`src/rtl/rom_image_loader.sv`:
```
// Buffers data_io download bytes in a small FIFO and commits one byte per SDRAM slot,
// mapping each image index to a base address and holding the core in reset until done.
module rom_image_loader #(
  parameter int unsigned                  ADDR_W      = 25,
  parameter int unsigned                  DEPTH       = 8,
  parameter int unsigned                  NUM_SLOTS   = 4,
  parameter logic [NUM_SLOTS*ADDR_W-1:0]  SLOT_BASE   = {25'h0, 25'h0, 25'h28000, 25'h80000},
  parameter int unsigned                  SPAN_W      = 17,
  parameter logic [7:0]                   SKIP_INDEX  = 8'hff,
  parameter int unsigned                  HOLD_CYCLES = 4095
) (
  input  logic              clk_48m,
  input  logic              reset,
  input  logic              ioctl_download,
  input  logic [7:0]        ioctl_index,
  input  logic              ioctl_wr,
  input  logic [ADDR_W-1:0] ioctl_addr,
  input  logic [7:0]        ioctl_dout,
  input  logic              mem_sync,
  output logic              loader_we,
  output logic [ADDR_W-1:0] loader_addr,
  output logic [7:0]        loader_data,
  output logic              busy,
  output logic              done,
  output logic              core_reset_req,
  output logic              overflow,
  output logic              range_err,
  output logic [ADDR_W-1:0] bytes_written
);

  localparam int unsigned      PTR_W     = (DEPTH > 1) ? $clog2(DEPTH) : 1;
  localparam logic [PTR_W:0]   CNT_FULL  = (PTR_W + 1)'(DEPTH);
  localparam logic [15:0]      HOLD_INIT = 16'(HOLD_CYCLES);

  logic [ADDR_W+7:0] r_mem [DEPTH];
  logic [PTR_W-1:0]  r_wptr;
  logic [PTR_W-1:0]  r_rptr;
  logic [PTR_W:0]    r_count;
  logic              r_dl_prev;
  logic              r_busy_d;
  logic              r_done;
  logic              r_we;
  logic              r_ovf;
  logic              r_rng;
  logic [ADDR_W-1:0] r_addr;
  logic [7:0]        r_data;
  logic [ADDR_W-1:0] r_bytes;
  logic [15:0]       r_hold;

  logic              w_qual;
  logic              w_out_of_range;
  logic              w_full;
  logic              w_pop;
  logic              w_push;
  logic              w_drop_ovf;
  logic              w_drop_rng;
  logic              w_dl_rise;
  logic              w_busy;
  logic [ADDR_W-1:0] w_base;
  logic [ADDR_W-1:0] w_waddr;
  logic [ADDR_W+7:0] w_head;

  // Indices past the slot table fall through to the last slot.
  always_comb begin
    w_base = SLOT_BASE[(NUM_SLOTS-1)*ADDR_W +: ADDR_W];
    for (int unsigned i = 0; i < NUM_SLOTS; i++) begin
      if (ioctl_index == 8'(i)) w_base = SLOT_BASE[i*ADDR_W +: ADDR_W];
    end
  end

  assign w_waddr        = w_base + ioctl_addr;
  assign w_qual         = ioctl_wr & ioctl_download & (ioctl_index != SKIP_INDEX);
  assign w_out_of_range = (ioctl_addr >> SPAN_W) != '0;
  assign w_full         = (r_count == CNT_FULL);
  assign w_pop          = mem_sync & (r_count != '0);
  assign w_drop_rng     = w_qual & w_out_of_range;
  assign w_drop_ovf     = w_qual & ~w_out_of_range & w_full & ~w_pop;
  assign w_push         = w_qual & ~w_out_of_range & (~w_full | w_pop);
  assign w_dl_rise      = ioctl_download & ~r_dl_prev;
  assign w_busy         = ioctl_download | (r_count != '0) | r_we;
  assign w_head         = r_mem[r_rptr];

  always_ff @(posedge clk_48m) begin
    if (w_push) r_mem[r_wptr] <= {w_waddr, ioctl_dout};
  end

  always_ff @(posedge clk_48m) begin
    if (reset) begin
      r_wptr    <= '0;
      r_rptr    <= '0;
      r_count   <= '0;
      r_dl_prev <= 1'b0;
      r_busy_d  <= 1'b0;
      r_done    <= 1'b0;
      r_we      <= 1'b0;
      r_addr    <= '0;
      r_data    <= '0;
      r_ovf     <= 1'b0;
      r_rng     <= 1'b0;
      r_bytes   <= '0;
    end else begin
      r_dl_prev <= ioctl_download;
      r_busy_d  <= w_busy;
      r_done    <= r_busy_d & ~w_busy;

      if (w_push) r_wptr <= r_wptr + 1'b1;
      if (w_pop)  r_rptr <= r_rptr + 1'b1;
      case ({w_push, w_pop})
        2'b10:   r_count <= r_count + 1'b1;
        2'b01:   r_count <= r_count - 1'b1;
        default: r_count <= r_count;
      endcase

      if (mem_sync) r_we <= w_pop;
      if (w_pop) begin
        r_addr <= w_head[ADDR_W+7:8];
        r_data <= w_head[7:0];
      end

      // A drop in the same cycle as a new download belongs to the new download.
      r_ovf <= (r_ovf & ~w_dl_rise) | w_drop_ovf;
      r_rng <= (r_rng & ~w_dl_rise) | w_drop_rng;

      if (w_dl_rise)  r_bytes <= '0;
      else if (w_pop) r_bytes <= r_bytes + 1'b1;
    end
  end

  // Reloading while busy is still visible one cycle later stretches the release by one cycle.
  always_ff @(posedge clk_48m) begin
    if (reset)                    r_hold <= '0;
    else if (w_busy | r_busy_d)   r_hold <= HOLD_INIT;
    else if (r_hold != '0)        r_hold <= r_hold - 16'd1;
  end

  assign loader_we      = r_we;
  assign loader_addr    = r_addr;
  assign loader_data    = r_data;
  assign busy           = w_busy;
  assign done           = r_done;
  assign core_reset_req = w_busy | (r_hold != '0);
  assign overflow       = r_ovf;
  assign range_err      = r_rng;
  assign bytes_written  = r_bytes;

endmodule

```
`config.mk`:
```
export PLATFORM = sky130hd
export DESIGN_NAME = rom_image_loader
export DESIGN_NICKNAME = d
export VERILOG_FILES = /design/src/rtl/rom_image_loader.sv
export SDC_FILE = /design/constraint.sdc
export NUM_CORES = 1
export LEC_CHECK = 0
export ABC_CLOCK_PERIOD_IN_PS = 5900
export BUFFER_PORTS_ARGS = -buffer_cell sky130_fd_sc_hd__buf_2
export CORE_MARGIN = 3
export CORE_UTILIZATION = 42
export DETAILED_ROUTE_END_ITERATION = 10
export GPL_ROUTABILITY_DRIVEN = 0
export PLACE_DENSITY = 0.68
export SLEW_MARGIN = 20
export SYNTH_ARGS = -nofsm -noshare
export SYNTH_HDL_FRONTEND = slang
export SYNTH_SLANG_ARGS = --single-unit
export TNS_END_PERCENT = 30
```
`constraint.sdc`:
```
create_clock -name clk_48m -period 5.9 [get_ports clk_48m]
set_clock_uncertainty 0.05 [all_clocks]
set_input_delay 0.885 -clock clk_48m [delete_from_list [all_inputs] [get_ports clk_48m]]
set_output_delay 0.885 -clock clk_48m [all_outputs]
set_load 0.02 [all_outputs]
```
==> run summary <==
run status = complete, no violations
Buf+Inv Stages, Crit Path = 1
# H-tree levels = 2
fraction of synthesized area in multiplexers = 0.134
critical path required time = 4.97 ns
total power density per cell area = 408 nW/um^2
MaxCap Viol Count = 0
Worst Setup End Kind = output pin
category of the most critical setup path = flip-flop to output pin
min Tclk post-route = 3.69 ns
Ys Warns = 0
Max Buffers Root-to-Sink = 3
post-synthesis instance area = 13900 um^2
post-route core utilization = 0.511
count of flip-flops with a built-in enable after synthesis = 264
largest stage delay on the critical path = 0.64 ns
arrival time worst endpoint = 2.75 ns
Final Hold Viols = 0
global route total overflow = 0
number of nets still failing antenna checks after routing = 0
Slew HR = 0.343
total routing usage reported by global routing = 0.160
Total Die Area = 35200 um^2
TritonCTS clock tree = yes
CP delay by family, top = simple AND/OR/NAND/NOR gates
area inside the core boundary = 32000 um^2
Primary FF master, synth = sky130_fd_sc_hd__edfxtp_1
Cells after DPL = 1356
count of clock tree sinks = 354
wirelength, routed = 28.2 mm
number of optimization iterations in the first detailed-route pass = 4
port buffer count = 109
Non-Filler Instances = 1430
mean instance size in the synthesized netlist = 16.5 um^2
Max Fclk = 271 MHz
vertical extent of the die = 188 um
cts-stage hold buffer count = 0
number of slew-limit violations in the final report = 0
clock group share of total power = 0.378
via total after detailed routing = 7531
part of the total power dissipated in combinational logic = 0.174
post-detailed-route via-to-cell ratio = 5.27
share of synthesized flip-flops with an asynchronous set or reset = 0
internal power component = 4910 uW
synthesis-to-layout area growth = 18.2%
pin count of the biggest net entering global routing = 76
number of buffers inserted by post-CTS setup repair = 0
Worst path slowest cell = sky130_fd_sc_hd__nor4_1
fraction of the yosys area taken by sequential cells = 0.702
post-synthesis share of cell area spent on full adders, half adders and majority gates = 0.0105
Synth Instances = 838
Sw Pwr = 1780 uW
power share of the sequential group = 0.448
Syn Nets = 895
initial detailed-routing violation count = 459
Non-Filler Cell Area, Final = 16400 um^2
share of the synthesized area in the top cell type = 0.572
biggest area contributors in the synthesized netlist = sky130_fd_sc_hd__edfxtp_1, sky130_fd_sc_hd__dfxtp_1, sky130_fd_sc_hd__mux4_2
RSZ-0062 raised after global routing = false
slew at the pin with the worst max-slew slack = 0.986 ns
area fraction in compound gates after synthesis = 0.0362
Resized Gates After CTS = 0
post-synthesis simple-gate area fraction = 0.0739
DRC viols = 0
clock buffers created by TritonCTS = 38
global-route wire length before repair = 44.5 mm
share of post-route cells with drive strength above 1 = 0.283
final critical-path share of the clock period = 0.625
worst skew pair latency = 0.52 ns
crit path launch type = flip-flop
number of synthesized register bits = 354
clock-pin slew on the worst setup and hold paths = 0.06 ns
switching part of the total = 0.265
most common cell after layout, fill and taps aside = sky130_fd_sc_hd__edfxtp_1
worst path cell trace = nor4_1, nand4_1, or2_2, buf_2
die width = 188 um
number of top-level pins = 110
number of global-route vias before repair = 7602
worst setup slack for register-to-register paths = 3.08 ns
average wire length per cell after detail routing = 19.7 um
starting density of the core = 0.433
Post-Synth XOR/XNOR Area = 0.0278
Total Neg Setup Slack = 0 ns
cell at the root of the clock tree = sky130_fd_sc_hd__clkbuf_16
Netlist cell types = 48
final layout net count = 1020
maximum ir drop on the vdd rail = 0.285 mV
Final Setup Violations = 0
number of fillers in the final layout = 2660
post-detailed-placement half-perimeter wirelength = 17.2 mm
Placed Instance Area = 15000 um^2
number of standard-cell rows in the floorplan = 65
static leakage power = 0.00544 uW
top fanout value on the critical path = 13
Worst Hold Class = flip-flop to flip-flop
most frequent cells in the layout = sky130_fd_sc_hd__edfxtp_1, sky130_fd_sc_hd__buf_2, sky130_fd_sc_hd__dfxtp_1, sky130_fd_sc_hd__nor2_1, sky130_fd_sc_hd__mux4_2
cell taking the most area after synthesis = sky130_fd_sc_hd__edfxtp_1
main combinational cell family by area after synthesis = multiplexers
initial antenna violation count = 2
## synthesized netlist by cell type (8+ instances only)
| cell | instances |
|---|---|
| sky130_fd_sc_hd__edfxtp_1 | 264 |
| sky130_fd_sc_hd__nor3_1 | 9 |
| sky130_fd_sc_hd__mux2i_1 | 36 |
| sky130_fd_sc_hd__inv_1 | 13 |
| sky130_fd_sc_hd__ha_1 | 10 |
| sky130_fd_sc_hd__xor2_1 | 30 |
| sky130_fd_sc_hd__mux4_2 | 66 |
| sky130_fd_sc_hd__nor2_1 | 74 |
| sky130_fd_sc_hd__clkbuf_1 | 26 |
| sky130_fd_sc_hd__nand3_1 | 8 |
| sky130_fd_sc_hd__buf_2 | 10 |
| sky130_fd_sc_hd__a21oi_1 | 21 |
| sky130_fd_sc_hd__dfxtp_1 | 90 |
| sky130_fd_sc_hd__nand4_1 | 20 |
| sky130_fd_sc_hd__a211oi_1 | 33 |
| sky130_fd_sc_hd__nor4_1 | 11 |
| sky130_fd_sc_hd__nand2_1 | 26 |
| sky130_fd_sc_hd__xnor2_1 | 14 |
## state kept, by name, indices dropped and copies added (netlist names)
signal	flops
bytes_written	25
done	1
loader_addr	25
loader_data	8
loader_we	1
overflow	1
r_busy_d	1
r_count	4
r_dl_prev	1
r_hold	16
r_mem	264
r_rptr	3
r_wptr	3
range_err	1
## power groups by stage
stage	registers [uW]	clock network [uW]	logic, uW
floorplan	3100	0	798
global placement	3050	0	1160
detailed placement	3050	0	1190
CTS	3000	2590	1190
global route	3030	2690	1290
finish	2990	2530	1170
## kinds of logic (layout without fill, tap and decap cells)
logic type                 count (synthesis)  in the layout
other                                      0              2
adders and majority gates                 11             11
DFF                                      354            354
xor gates and xnor gates                  44             44
buffers and inverters                     56            211
muxes                                    103            103
AOI/OAI and AO/OA                         76             76
and+or+nand+nor                          194            194
## path summary, 6_finish.rpt
| kind | cells after the start | startpoint | end |
|---|---|---|---|
| worst max-delay path | 4 | r_hold[12] | core_reset_req |
| worst min-delay path | 2 | r_hold[14] | r_hold[14] |
| worst max register to register | 4 | r_rptr[0] | loader_addr[18] |
| worst min register to register | 2 | r_hold[14] | r_hold[14] |
## layer usage
metal	wire, um	track usage	part of all wire	up-vias
met3	1580	0.0359	0.056	41
met4	480	0.0372	0.017	2
li1	-	-	-	3534
met2	13700	0.262	0.48	192
met1	12500	0.221	0.44	3762
met5	8	0	0.00028	-
## per-stage QoR
| stage | setup WS, ns | hold slack [ns] | power (uW) |
|---|---|---|---|
| after CTS | 2.20 | 0.438 | 6780 |
| final | 2.21 | 0.436 | 6690 |
| after floorplan | 0.996 | 0.402 | 3890 |
| after detailed placement | 1.71 | 0.424 | 4240 |
| after global placement | 1.85 | 0.408 | 4210 |
| after global routing | 1.93 | 0.467 | 7010 |
## area by class of cell
type	instances	area (um^2)	share of cell area
clock buffers	52	1080	0.0662
multi-input cells	428	3970	0.242
inverters	13	48.8	0.00298
flip-flops and latches	354	9740	0.594
repair buffers	128	721	0.0440
clock inverters	18	278	0.0170
diodes	2	5.00	0.000305
well taps	435	544	0.0332
## tightest hold or removal path, cell delays in order (launching register included)
cell and delay, ns:
sky130_fd_sc_hd__dfxtp_1 0.31, sky130_fd_sc_hd__o31ai_1 0.06, sky130_fd_sc_hd__a21oi_1 0.06
Power figures use the tool's default switching activity.
